$ cat src/rtl/day3_pkg.sv
// Shared constants for the day3 edge detector slice.
package day3_pkg;

  localparam int unsigned WIDTH_DEF   = 1;
  localparam int unsigned CNT_W_DEF   = 8;
  localparam int unsigned SYNC_STAGES = 2;

endpackage

$ cat src/rtl/day3_sync.sv
// Per-lane multi-flop synchronizer chain with synchronous active-high reset.
module day3_sync #(
  parameter int unsigned WIDTH  = 1,
  parameter int unsigned STAGES = 2
) (
  input  logic             clk,
  input  logic             reset,
  input  logic [WIDTH-1:0] d_i,
  output logic [WIDTH-1:0] q_o
);

  logic [WIDTH-1:0] stage_d [STAGES];
  logic [WIDTH-1:0] stage_q [STAGES];

  always_comb begin
    stage_d[0] = d_i;
    for (int unsigned i = 1; i < STAGES; i++) begin
      stage_d[i] = stage_q[i-1];
    end
  end

  always_ff @(posedge clk) begin
    for (int unsigned i = 0; i < STAGES; i++) begin
      if (reset) stage_q[i] <= '0;
      else       stage_q[i] <= stage_d[i];
    end
  end

  assign q_o = stage_q[STAGES-1];

endmodule

$ cat src/rtl/day3_edge_detector.sv
// Multi-lane rising/falling edge detector with saturating edge counters.
// Define DAY3_SYNC_EN to insert a 2-flop input synchronizer per lane.
module day3_edge_detector
  import day3_pkg::*;
#(
  parameter int unsigned WIDTH = WIDTH_DEF,
  parameter int unsigned CNT_W = CNT_W_DEF
) (
  input  logic             clk,
  input  logic             reset,
  input  logic [WIDTH-1:0] a_i,
  input  logic             cnt_clr_i,
  output logic [WIDTH-1:0] rising_edge_o,
  output logic [WIDTH-1:0] falling_edge_o,
  output logic             any_edge_o,
  output logic [CNT_W-1:0] rise_cnt_o,
  output logic [CNT_W-1:0] fall_cnt_o
);

  localparam logic [CNT_W-1:0] CNT_ONE = CNT_W'(1);

  logic [WIDTH-1:0] level;
  logic [WIDTH-1:0] prev_d, prev_q;
  logic [CNT_W-1:0] rise_cnt_d, rise_cnt_q;
  logic [CNT_W-1:0] fall_cnt_d, fall_cnt_q;
  logic [WIDTH-1:0] rise, fall;

`ifdef DAY3_SYNC_EN
  day3_sync #(
    .WIDTH  (WIDTH),
    .STAGES (SYNC_STAGES)
  ) u_sync (
    .clk   (clk),
    .reset (reset),
    .d_i   (a_i),
    .q_o   (level)
  );
`else
  assign level = a_i;
`endif

  // Edge pulses are combinational off the live level; reset masks them in the same cycle.
  always_comb begin
    rise = '0;
    fall = '0;
    if (!reset) begin
      rise = level & ~prev_q;
      fall = ~level & prev_q;
    end
  end

  always_comb begin
    prev_d     = level;
    rise_cnt_d = rise_cnt_q;
    fall_cnt_d = fall_cnt_q;
    if (cnt_clr_i) begin
      rise_cnt_d = '0;
      fall_cnt_d = '0;
    end else begin
      if ((|rise) && (rise_cnt_q != '1)) rise_cnt_d = rise_cnt_q + CNT_ONE;
      if ((|fall) && (fall_cnt_q != '1)) fall_cnt_d = fall_cnt_q + CNT_ONE;
    end
  end

  always_ff @(posedge clk) begin
    if (reset) begin
      prev_q     <= '0;
      rise_cnt_q <= '0;
      fall_cnt_q <= '0;
    end else begin
      prev_q     <= prev_d;
      rise_cnt_q <= rise_cnt_d;
      fall_cnt_q <= fall_cnt_d;
    end
  end

  assign rising_edge_o  = rise;
  assign falling_edge_o = fall;
  assign any_edge_o     = (|rise) | (|fall);
  assign rise_cnt_o     = rise_cnt_q;
  assign fall_cnt_o     = fall_cnt_q;

endmodule

$ cat config.mk
export PLATFORM = sky130hd
export DESIGN_NAME = day3_edge_detector
export DESIGN_NICKNAME = d
export VERILOG_FILES = /design/src/rtl/day3_pkg.sv /design/src/rtl/day3_sync.sv /design/src/rtl/day3_edge_detector.sv
export SDC_FILE = /design/constraint.sdc
export NUM_CORES = 1
export LEC_CHECK = 0
export ABC_AREA = 1
export BUFFER_PORTS_ARGS = -buffer_cell sky130_fd_sc_hd__buf_2
export CAP_MARGIN = 25
export CORE_ASPECT_RATIO = 1.2
export CORE_MARGIN = 2
export CORE_UTILIZATION = 30
export CTS_CLUSTER_SIZE = 16
export DETAILED_ROUTE_END_ITERATION = 8
export PLACE_DENSITY_LB_ADDON = 0.05
export REMOVE_ABC_BUFFERS = 1
export SLEW_MARGIN = 0
export SYNTH_ARGS = -nofsm -noshare
export SYNTH_HDL_FRONTEND = slang
export SYNTH_SLANG_ARGS = --single-unit
$ cat constraint.sdc
create_clock -name clk -period 1.3 [get_ports clk]
set_input_delay 0.325 -clock clk [delete_from_list [all_inputs] [get_ports clk]]
set_output_delay 0.325 -clock clk [all_outputs]
set_load 0.01 [all_outputs]
After elaboration in Yosys (flattened, before gate mapping)

Cells that the tools add are included.

Latch bits: 0
Output and inout bits: 19
RAM bits: 0
Logic and storage cells: 17
Memories kept: 0
Register bits: 17
Input bits: 4
Memory bits (read-only): 0

Multiply operators: 0
Add/subtract/negate cells: 2
Magnitude comparators: 0
Mux-type cells: 2
Reductions and logical operators: 3
Shift operators: 0
Equality and inequality tests: 2
Bitwise gates (word level): 5
Divide/modulo/power cells: 0

Operators with widths:

| cell                  | count |
|---|---|
| $add A8 B1 Y8 const B | 2 |
| $ne A8 B8 Y1 const B  | 2 |
| $and A1 B1 Y1         | 2 |
| $logic_and A1 B1 Y1   | 2 |
| $mux W1               | 2 |
| $not A1 Y1            | 2 |
| $reduce_or A2 Y1      | 1 |
| $or A1 B1 Y1          | 1 |

Depth between registers and ports, before layout

Gate-level depths: netlist (run 1).

Depth after elaboration: 4
Depth in mapped cells: 8
Depth with buffers taken out: 8

Worst setup path before layout (run 1)

OpenSTA, ideal clock, no wires.

Kind: register to register
Start point: register rise_cnt_q[0] (netlist: rise_cnt_o[0])
End point: register rise_cnt_q[3] (netlist: rise_cnt_o[3])
Period minus slack after synthesis: 1.227 ns
Setup slack: 0.073 ns
Arrival time: 1.112 ns
Required time: 1.185 ns
Setup time: 0.115 ns
Cell stages (with the launch flop): 7
Buffers on the path: 0
Path through: dfxtp_1 > ha_1 > nand2_1 > nor2_1 > nand2_2 > a21oi_1 > nor2_1

Longest elaborated chain between the ends: 2
Elaborated cells between the ends (all ways): 3
Classes of those cells: add/sub (1); eq/ne (1); reduce/logical (1)

RTL lines:

| what                                                                  | line                     | RTL |
|---|---|---|
| from (decl)                                                           | day3_edge_detector.sv:24 | `logic [CNT_W-1:0] rise_cnt_d, rise_cnt_q;` |
| from (signal assigned)                                                | day3_edge_detector.sv:72 | `rise_cnt_q <= rise_cnt_d;` |
| parallel branches: the longest is 2 deep, another holds $add A8 B1 Y8 | -                        |  |

Parallel ways; which one is timed is not known.
A chain may end at the register's enable or synchronous reset.

Final worst setup path (run 1)

Start point: register prev_q
End point: output any_edge_o

Longest elaborated chain between the ends: 4
Elaborated cells between the ends (all ways): 6
Classes of those cells: mux (2); bitwise (4)

RTL lines:

| what                   | line                     | RTL |
|---|---|---|
| from (decl)            | day3_edge_detector.sv:23 | `logic [WIDTH-1:0] prev_d, prev_q;` |
| from (signal assigned) | day3_edge_detector.sv:71 | `prev_q <= prev_d;` |
| $not A1 Y1             | day3_edge_detector.sv:47 | `rise = level & ~prev_q;` |
| $and A1 B1 Y1          | day3_edge_detector.sv:47 |  |
| $mux W1                | day3_edge_detector.sv:46 | `if (!reset) begin` |
| $or A1 B1 Y1 (*)       | day3_edge_detector.sv:79 | `assign any_edge_o = (\|rise) \| (\|fall);` |
| to (decl)              | day3_edge_detector.sv:15 | `output logic any_edge_o,` |

Every way passes the cells marked *; elsewhere a longest branch is shown, timed or not.

==> metrics, run 1 <==
slowest cell delay on critical path=0.38 ns; area leader, netlist=dfxtp_1; Final ANT Viol Nets=0; fraction of final layout cells with drive strength greater than 1=33.52%; Mean Syn Cell Area=around 6.5 µm²; Vias/cell=roughly 4.7; num rows=22; Post-Syn Instances=146; First-pass DRT Iterations=4; IO Port Bufs=22; utilization after layout=41.57%; critical path data required time=0.98 ns; first-pass GRT wire length=just under 4000 µm; clock buffer depth=2; Starting Density=a little under a third; synth top area cells=dfxtp_1 (36%), nand2_1 (14%), nor2_1 (12%); Post-DP HPWL=1721 µm; initial antenna violation count=0; pin count of the biggest net entering global routing=17; worst-margin pin slew=0.2610 ns; Max Clock Freq=0.7687 GHz; GRT Overall Usage=13.38%; CORE AREA=between 3000 and 4000 µm²; Slew headroom=82.54%; GRT overflow=0; die area=3620 µm²; CTS buffer count=3; placed cells=roughly 210; Crit Path Class=reg -> out; DR WL/cell=10.72 µm; initial drt markers=10; Final Cycle Share=100.1%; maximum fanout along the worst path=3; die height=65.51 µm; Post-synth EDFFs=0; violated checks=setup timing; Via Count=~1.0k; CTS tree=yes; CTS Sinks=17; worst setup margin=-0.0008873 ns; cell area after placement=between 1000 and 1500 µm²; maxcap violations=0; Buf+Inv Stages, Crit Path=2; boundary pin count=23; Final min period=1.301 ns; Async S/R FF share, synth=0%; Finished Layout Cells=218; status=complete, but fails checks; CTS HTree Levels=1; Final #Nets=about 190; hold-fix buffers at CTS=0; top-count cell post-synth=nand2_1; # fillers=343; Post-synth top flop=dfxtp_1; Distinct cells, synth=18; Leakage=0.5787 nW; Hold Crit Class=in -> reg; Setup violations, final=1; RSZ-0062 raised after global routing=true; Skew-Pair Late Insertion Delay=0.29 ns; Die Width=between 50 and 60 µm; max-slew violation count=0; PD cells=roughly 730 nW/µm²; CTS root buf=clkbuf_4; CTS clk-pin slew, worst paths=0.10 ns; Warnings, synthesis=0; synthesized area=945.9 µm²; Sum Neg Setup Slack=-0.0008873 ns; post-synthesis register bit count=17; Hold Slack=0.3028 ns; # DRC=0; drt total wl=2337 µm; Post-synth top cells=nand2_1 (35), nor2_1 (31), nand3_1 (18); critical path startpoint category=register; Worst R2R Setup Slack=0.09 ns; Slowest-stage cell, CP=dfxtp_4; antenna cells=0; Top delay family on crit path=flip-flops; Setup Skew=roughly 0.012 ns; GPL Wtd Cong=~0.74; Final Hold Viols=0; sequential area share after synthesis=35.98%; Yosys top cell area share=35.98%; CP Cell Sequence=inv_2 -> nand3_2 -> nand2_2 -> buf_6; Area Growth Syn to Fin=33.07%; Worst setup EP type=output pin; Data arrival, critical path=0.98 ns; cell area after layout=1259 µm²; VDD IR max=0.3376 mV; vias in the first global route=940
-- path summary, 6_finish.rpt --
| kind | start | endpoint | cells after the start |
|---|---|---|---|
| min reg2reg | fall_cnt_o[3]$_SDFFE_PP0P_ | fall_cnt_o[3]$_SDFFE_PP0P_ | 2 |
| min | a_i | prev_q$_SDFF_PP0_ | 3 |
| max reg2reg | rise_cnt_o[0]$_SDFFE_PP0P_ | rise_cnt_o[3]$_SDFFE_PP0P_ | 6 |
| max | prev_q$_SDFF_PP0_ | any_edge_o | 4 |
-- cell type report --
type / instances / area [µm²] / area share [%]
multi-input combinational: 113 / 575.6 / 45.73
timing repair buffer: 32 / 197.7 / 15.71
sequential: 17 / 347.8 / 27.63
clock inverter: 1 / 5.005 / 0.3976
tap: 36 / 45.04 / 3.579
inverter: 16 / 65.06 / 5.169
clock buffer: 3 / 22.52 / 1.789
-- cell families (layout without fill, tap and decap cells) --
family / after synthesis / after routing / share of synthesized area (%)
fa+ha+maj: 2 / 2 / 2.645
buf+inv: 17 / 52 / 7.672
flops: 17 / 17 / 35.98
compound gates: 12 / 12 / 6.614
simple gates: 98 / 99 / 47.09
-- per-stage QoR --
stage          setup WS, ns  total power, W
6_report         -0.0008873       0.0009141
5_1_grt            -0.06794       0.0009596
4_1_cts            -0.02133       0.0009335
3_5_place_dp        0.01443       0.0006157
3_3_place_gp        0.02666       0.0006145
2_1_floorplan       0.06955       0.0005850
-- routing by layer --
metal | GRT usage [%] | part of all wire [%] | up-vias | wire, µm
met5 | 0 | 0 | - | 0
met4 | 6.402 | 2.0 | 0 | 46
met3 | 1.969 | 3.2 | 4 | 74
met2 | 25.60 | 53 | 16 | 1240
met1 | 14.23 | 42 | 466 | 975
li1 | - | - | 532 | -
-- where the power goes --
part           switching, W  internal (W)
clock network      0.000181      0.000114
registers        0.00000525      0.000524
logic             0.0000470     0.0000421
total              0.000233      0.000681
-- registers in the layout, summed over array words and instances (netlist names) --
signal      count
fall_cnt_o      8
rise_cnt_o      8
prev_q          1
-- cell usage in the layout (no fill, tap or decap), drive strengths merged --
master / Yosys / layout
nand3b: 2 / 2
ha: 2 / 2
nor3: 1 / 1
dfxtp: 17 / 17
inv: 15 / 15
a21boi: 1 / 1
nand3: 18 / 18
o21ai: 1 / 1
clkinv: 1 / 2
nor2: 35 / 35
clkbuf: 0 / 3
buf: 1 / 32
nand2: 42 / 43
a21oi: 10 / 10
-- worst min-delay path, stage by stage --
cell and delay, ns:
buf_2 0.11, nand2_2 0.08, inv_1 0.05
-- timing repair --
item                                    4_1_cts  5_1_grt
pin swaps                                     2        3
endpoints found under the setup margin        3       16
setup buffers                                 4        0
cloned                                        0        1
resized for setup                             8       10
Power figures use the tool's default switching activity.
==> run 2: changes to the inputs <==
==> constraint.sdc (replaced) <==
create_clock -name clk -period 1.3 [get_ports clk]
set_input_delay 0.26 -clock clk [delete_from_list [all_inputs] [get_ports clk]]
set_output_delay 0.26 -clock clk [all_outputs]
set_load 0.01 [all_outputs]
==> run 2 against run 1 <==
The run now ends clean. Largest cell class unchanged. Worst setup slack improved by 0.053 ns. Highest routed layer unchanged. Largest power group unchanged. Clock skew decreased by 0.0076 ns. First-iteration DRC count increased by 50%.
==> metrics, run 2 (same netlist as run 1, synthesis figures left out) <==
First-pass DRT Iterations=4; DR WL/cell=10.57 µm; Setup Skew=0.003957 ns; Skew-Pair Late Insertion Delay=0.28 ns; CTS root buf=clkbuf_4; GRT Overall Usage=13.04%; initial antenna violation count=0; # DRC=0; maximum fanout along the worst path=3; RSZ-0062 raised after global routing=true; Finished Layout Cells=217; placed cells=208; status=finished, final reports clean; Worst setup EP type=output pin; worst-margin pin slew=0.2951 ns; Final Cycle Share=95.98%; pre-CTS setup slack=0.01979 ns; clock buffer depth=2; CTS Sinks=17; initial drt markers=15; Via Count=981; maxcap violations=0; vias in the first global route=941; fraction of final layout cells with drive strength greater than 1=32.60%; # fillers=around 350; CORE AREA=3028 µm²; hold path startpoint=a_i; Die Width=55.26 µm; cell area after placement=1131 µm²; Final Power=0.0009033 W; drt total wl=2293 µm; Final #Nets=188; Starting Density=31.24%; commonest non-fill, non-tap cells in the layout=nand2_1 (33), nor2_1 (29), buf_2 (20); Final min period=1.248 ns; first-pass GRT wire length=3760 µm; hold-fix buffers at CTS=0; CTS HTree Levels=1; worst setup margin=0.05221 ns; Area Growth Syn to Fin=32.94%; Max Clock Freq=0.8014 GHz; critical path startpoint category=register; die area=3620 µm²; hold path depth=3; pin count of the biggest net entering global routing=11; boundary pin count=23; die height=65.51 µm; CTS tree=yes; worst r2r src=fall_cnt_o[1]$_SDFFE_PP0P_; Final ANT Viol Nets=0; VDD IR max=0.4427 mV; max-slew violation count=0; Data arrival, critical path=about 0.99 ns; PD cells=718.3 nW/µm²; Crit Path Class=reg -> out; GPL Wtd Cong=0.7511; cell area after layout=1257 µm²; crit path launch=prev_q$_SDFF_PP0_; Setup violations, final=0; commonest non-fill, non-tap cell in the layout=nand2_1; utilization after layout=between 40% and 50%; CTS clk-pin slew, worst paths=0.10 ns; Vias/cell=between 4 and 5; num rows=22; Post-DP HPWL=1731 µm; Reg2Reg Depth=8; IO Port Bufs=22; GRT overflow=0; critical path data required time=1.04 ns; Final Hold Viols=0; Leakage=0.5720 nW; antenna cells=0; Slew headroom=around four fifths; Hold Crit Class=in -> reg; CTS buffer count=3
## run 2: cell count changes in the layout (fill, tap and decap cells not counted), sizes merged
cell | previous run | this run
clkinv | 2 | 1
buf | 32 | 31
clkbuf | 3 | 4
## run 2: final cells by class
class	count	area, µm²	area share (%)
flip-flops and latches	17	346.6	27.56
clock buffers	4	26.28	2.090
inverters	16	65.06	5.174
repair buffers	31	190.2	15.12
well taps	36	45.04	3.582
multi-input cells	113	584.3	46.47
## run 2: final timing paths
kind | slack, ns | end
setup / recovery | 0.05 | any_edge_o
hold / removal | 0.24 | prev_q$_SDFF_PP0_
hold reg to reg | 0.52 | rise_cnt_o[1]$_SDFFE_PP0P_
setup reg to reg | 0.07 | fall_cnt_o[0]$_SDFFE_PP0P_
## run 2: report_power, final
part / internal (W) / switching, W / total, W
logic: 0.0000418 / 0.0000465 / 0.0000882
clock network: 0.000119 / 0.000166 / 0.000285
registers: 0.000524 / 0.00000545 / 0.000530
## run 2: what timing repair did
action | CTS | global route
endpoints found under the setup margin | 4 | 14
gates cloned | 0 | 1
buffers inserted | 2 | 2
pin swaps | 2 | 4
resized for setup | 6 | 13
## run 2: stage by stage
stage                     hold WS, ns  setup TNS [ns]
after floorplan                0.3880               0
after global placement         0.5143               0
after detailed placement       0.5210               0
after CTS                      0.2258               0
after global routing           0.2493        -0.08266
final                          0.2383               0
## run 2: critical path: stages (launching register included)
cell and delay, ns:
dfxtp_4 0.38, inv_2 0.05, nand3_2 0.08, nand2_2 0.09, buf_6 0.09
## run 2: metal layers
metal / global-route usage (%) / share of wire (%) / wire length, µm
met5: 0 / 0 / 0
met4: 6.402 / 0.96 / 22
met2: 25.45 / 53 / 1221
met3: 2.165 / 2.7 / 63
met1: 13.25 / 43 / 985
==> run 3: changes to the inputs <==
--- a/config.mk
+++ b/config.mk
@@ -18,4 +18,5 @@
 export SLEW_MARGIN = 0
 export SYNTH_ARGS = -nofsm -noshare
 export SYNTH_HDL_FRONTEND = slang
+export SYNTH_HIERARCHICAL = 1
 export SYNTH_SLANG_ARGS = --single-unit
==> constraint.sdc (replaced) <==
create_clock -name clk -period 1 [get_ports clk]
set_input_delay 0.2 -clock clk [delete_from_list [all_inputs] [get_ports clk]]
set_output_delay 0.2 -clock clk [all_outputs]
set_load 0.01 [all_outputs]
==> run 3 against run 2 <==
The flow now finishes with violations (setup timing). Die area unchanged. Critical endpoint is now fall_cnt_o[1]$_SDFFE_PP0P_. Hold slack improved by 0.049 ns. Register-to-register slack got worse by 0.27 ns. Via count increased by 20%. Clock-buffer cell count unchanged. First-iteration DRC count increased by 27%. Flip-flop and latch count unchanged. Largest cell class unchanged. Worst setup slack got worse by 0.25 ns.
==> metrics, run 3 <==
status=complete, but fails checks; violated checks=setup timing; sequential area share after synthesis=between 30% and 40%; Post-synth EDFFs=0; Distinct cells, synth=18; worst-margin pin slew=0.2071 ns; critical path data required time=1.22 ns; Skew-Pair Late Insertion Delay=0.29 ns; Setup violations, final=32; num rows=22; post-synthesis mux area share=0%; Worst setup EP type=register; Hold Slack=between 0.2 and 0.3 ns; largest family of logic cells by synthesized area=simple AND/OR/NAND/NOR gates; Async S/R FF share, synth=0%; Post-Synth XOR/XNOR Area=0%; Final ANT Viol Nets=0; initial antenna violation count=0; synthesized area=roughly 950 µm²; maximum fanout along the worst path=5; first-pass GRT wire length=~5000 µm; Cell Int Power=between 0.0009 and 0.001 W; utilization after layout=62.64%; CTS Sinks=17; P_sw=0.0003091 W; post-synthesis compound-gate area fraction=around 6.6%; Post-DP HPWL=1860 µm; Slew headroom=86.14%; GRT Overall Usage=17.58%; DR WL/cell=12.28 µm; Simple-Gate Fraction of Synth Area=a little under half; drt total wl=roughly 3000 µm; # fillers=slightly below 300; Final min period=1.199 ns; Post-synth top cells=nand2_1 (35), nor2_1 (31), nand3_1 (18); Post-Synth Adder-Cell Area=2.646%; Max Clock Freq=0.8344 GHz; PD cells=643.7 nW/µm²; Hold Crit Class=in -> reg; area leader, netlist=dfxtp_1; fraction of final layout cells with drive strength greater than 1=62.79%; Crit Path Class=reg -> reg; initial drt markers=19; pin count of the biggest net entering global routing=17; commonest non-fill, non-tap cells in the layout=buf_6 (35), nand2_1 (30), buf_4 (26); Warnings, synthesis=6; clock share of power=31.0%; boundary pin count=23; Logic pwr share=13.2%; synth top area cells=dfxtp_1 (36%), nand2_1 (14%), nor2_1 (12%); CTS HTree Levels=1; GPL Wtd Cong=about 0.84; Die Width=55.26 µm; max-slew violation count=0; CORE AREA=between 3000 and 4000 µm²; CTS clk-pin slew, worst paths=0.11 ns; CTS root buf=clkbuf_4; Final #Nets=222; Final Cycle Share=119.9%; commonest non-fill, non-tap cell in the layout=buf_6; worst setup margin=-0.1985 ns; Area Growth Syn to Fin=100.5%; Post-Syn Instances=146; GRT overflow=0; pre-CTS setup slack=-0.2344 ns; VDD IR max=~0.43 mV; die area=approximately 3600 µm²; Yosys top cell area share=a little over a third; antenna cells=0; CTS tree=yes; Sum Neg Setup Slack=-3.939 ns; Data arrival, critical path=1.42 ns; die height=65.51 µm; sw frac=about a quarter; Starting Density=between 30% and 40%; top-count cell post-synth=nand2_1; Vias/cell=about 4.7; IO Port Bufs=22; maxcap violations=0; critical path startpoint category=register; Via Count=between 1k and 1.5k; clock buffer depth=2; Post-synth top flop=dfxtp_1; First-pass DRT Iterations=4; RSZ-0062 raised after global routing=true; Final Hold Viols=0; CTS buffer count=3; Leakage=~0.9 nW; Final Power=approximately 0.0012 W; # DRC=0; Setup Skew=0.005134 ns; Seq pwr share=55.8%; post-synthesis register bit count=17; vias in the first global route=roughly 1.2k; Mean Syn Cell Area=6.479 µm²
run 3: changes by cell type in the layout (fill, tap and decap cells not counted), sizes merged:
cell   delta
buf      +33
nand2     +1
run 3: cells by family (layout without fill, tap and decap cells):
kind of cell    Yosys count  count (layout)
simple gates             98             100
flops                    17              17
buf+inv                  17              84
compound gates           12              12
fa+ha+maj                 2               2
run 3: timing repair:
action	CTS	global route
pin swaps	14	25
endpoints found under the setup margin	35	35
gates resized for setup	95	21
gates cloned	2	0
setup buffers	14	10
hold buffers	0	0
run 3: through the flow:
stage / cell area [µm²] / std cells
2_1_floorplan: 938.4 / 145
3_3_place_gp: 1259 / 225
4_1_cts: 1782 / 245
5_1_grt: 1897 / 251
3_5_place_dp: 1259 / 225
6_report: 1897 / 251
run 3: layout make-up:
| type | count | area (µm²) | share of cell area, % |
|---|---|---|---|
| inverter | 16 | 65.06 | 3.430 |
| sequential | 17 | 371.6 | 19.59 |
| timing repair buffer | 64 | 604.3 | 31.86 |
| tap | 36 | 45.04 | 2.375 |
| clock buffer | 4 | 26.28 | 1.385 |
| multi-input combinational | 114 | 784.5 | 41.36 |
run 3: final timing paths:
| kind | start | depth (start not counted) | to | slack (ns) |
|---|---|---|---|---|
| worst min register to register | rise_cnt_o[7]$_SDFFE_PP0P_ | 3 | rise_cnt_o[7]$_SDFFE_PP0P_ | 0.58 |
| worst max-delay path | fall_cnt_o[1]$_SDFFE_PP0P_ | 7 | fall_cnt_o[1]$_SDFFE_PP0P_ | -0.20 |
| worst max register to register | fall_cnt_o[1]$_SDFFE_PP0P_ | 7 | fall_cnt_o[1]$_SDFFE_PP0P_ | -0.20 |
| worst min-delay path | a_i | 4 | prev_q$_SDFF_PP0_ | 0.29 |
run 3: routing by layer:
| metal | global-route usage (%) | vias to the layer above | wire [µm] |
|---|---|---|---|
| li1 | - | 604 | - |
| met1 | 16.75 | 552 | 1136 |
| met2 | 36.01 | 18 | 1807 |
| met3 | 2.165 | 6 | 85 |
| met4 | 9.146 | 0 | 53 |
| met5 | 0 | - | 0 |
run 3: power by group through the flow:
stage,clock network (W),registers [W],logic (W)
after global placement,0,0.000702,0.000107
after CTS,0.000411,0.000684,0.000155
after floorplan,0,0.000706,0.0000546
final,0.000379,0.000681,0.000161
after global routing,0.000443,0.000682,0.000177
after detailed placement,0,0.000702,0.000109
run 3: worst max-delay path: stages, from the launching register on:
cell,delay [ns]
dfxtp_2,0.37
ha_4,0.15
nand2_4,0.07
nor2_4,0.15
nand2_4,0.10
nand2_4,0.11
nand2_1,0.05
a21boi_1,0.12
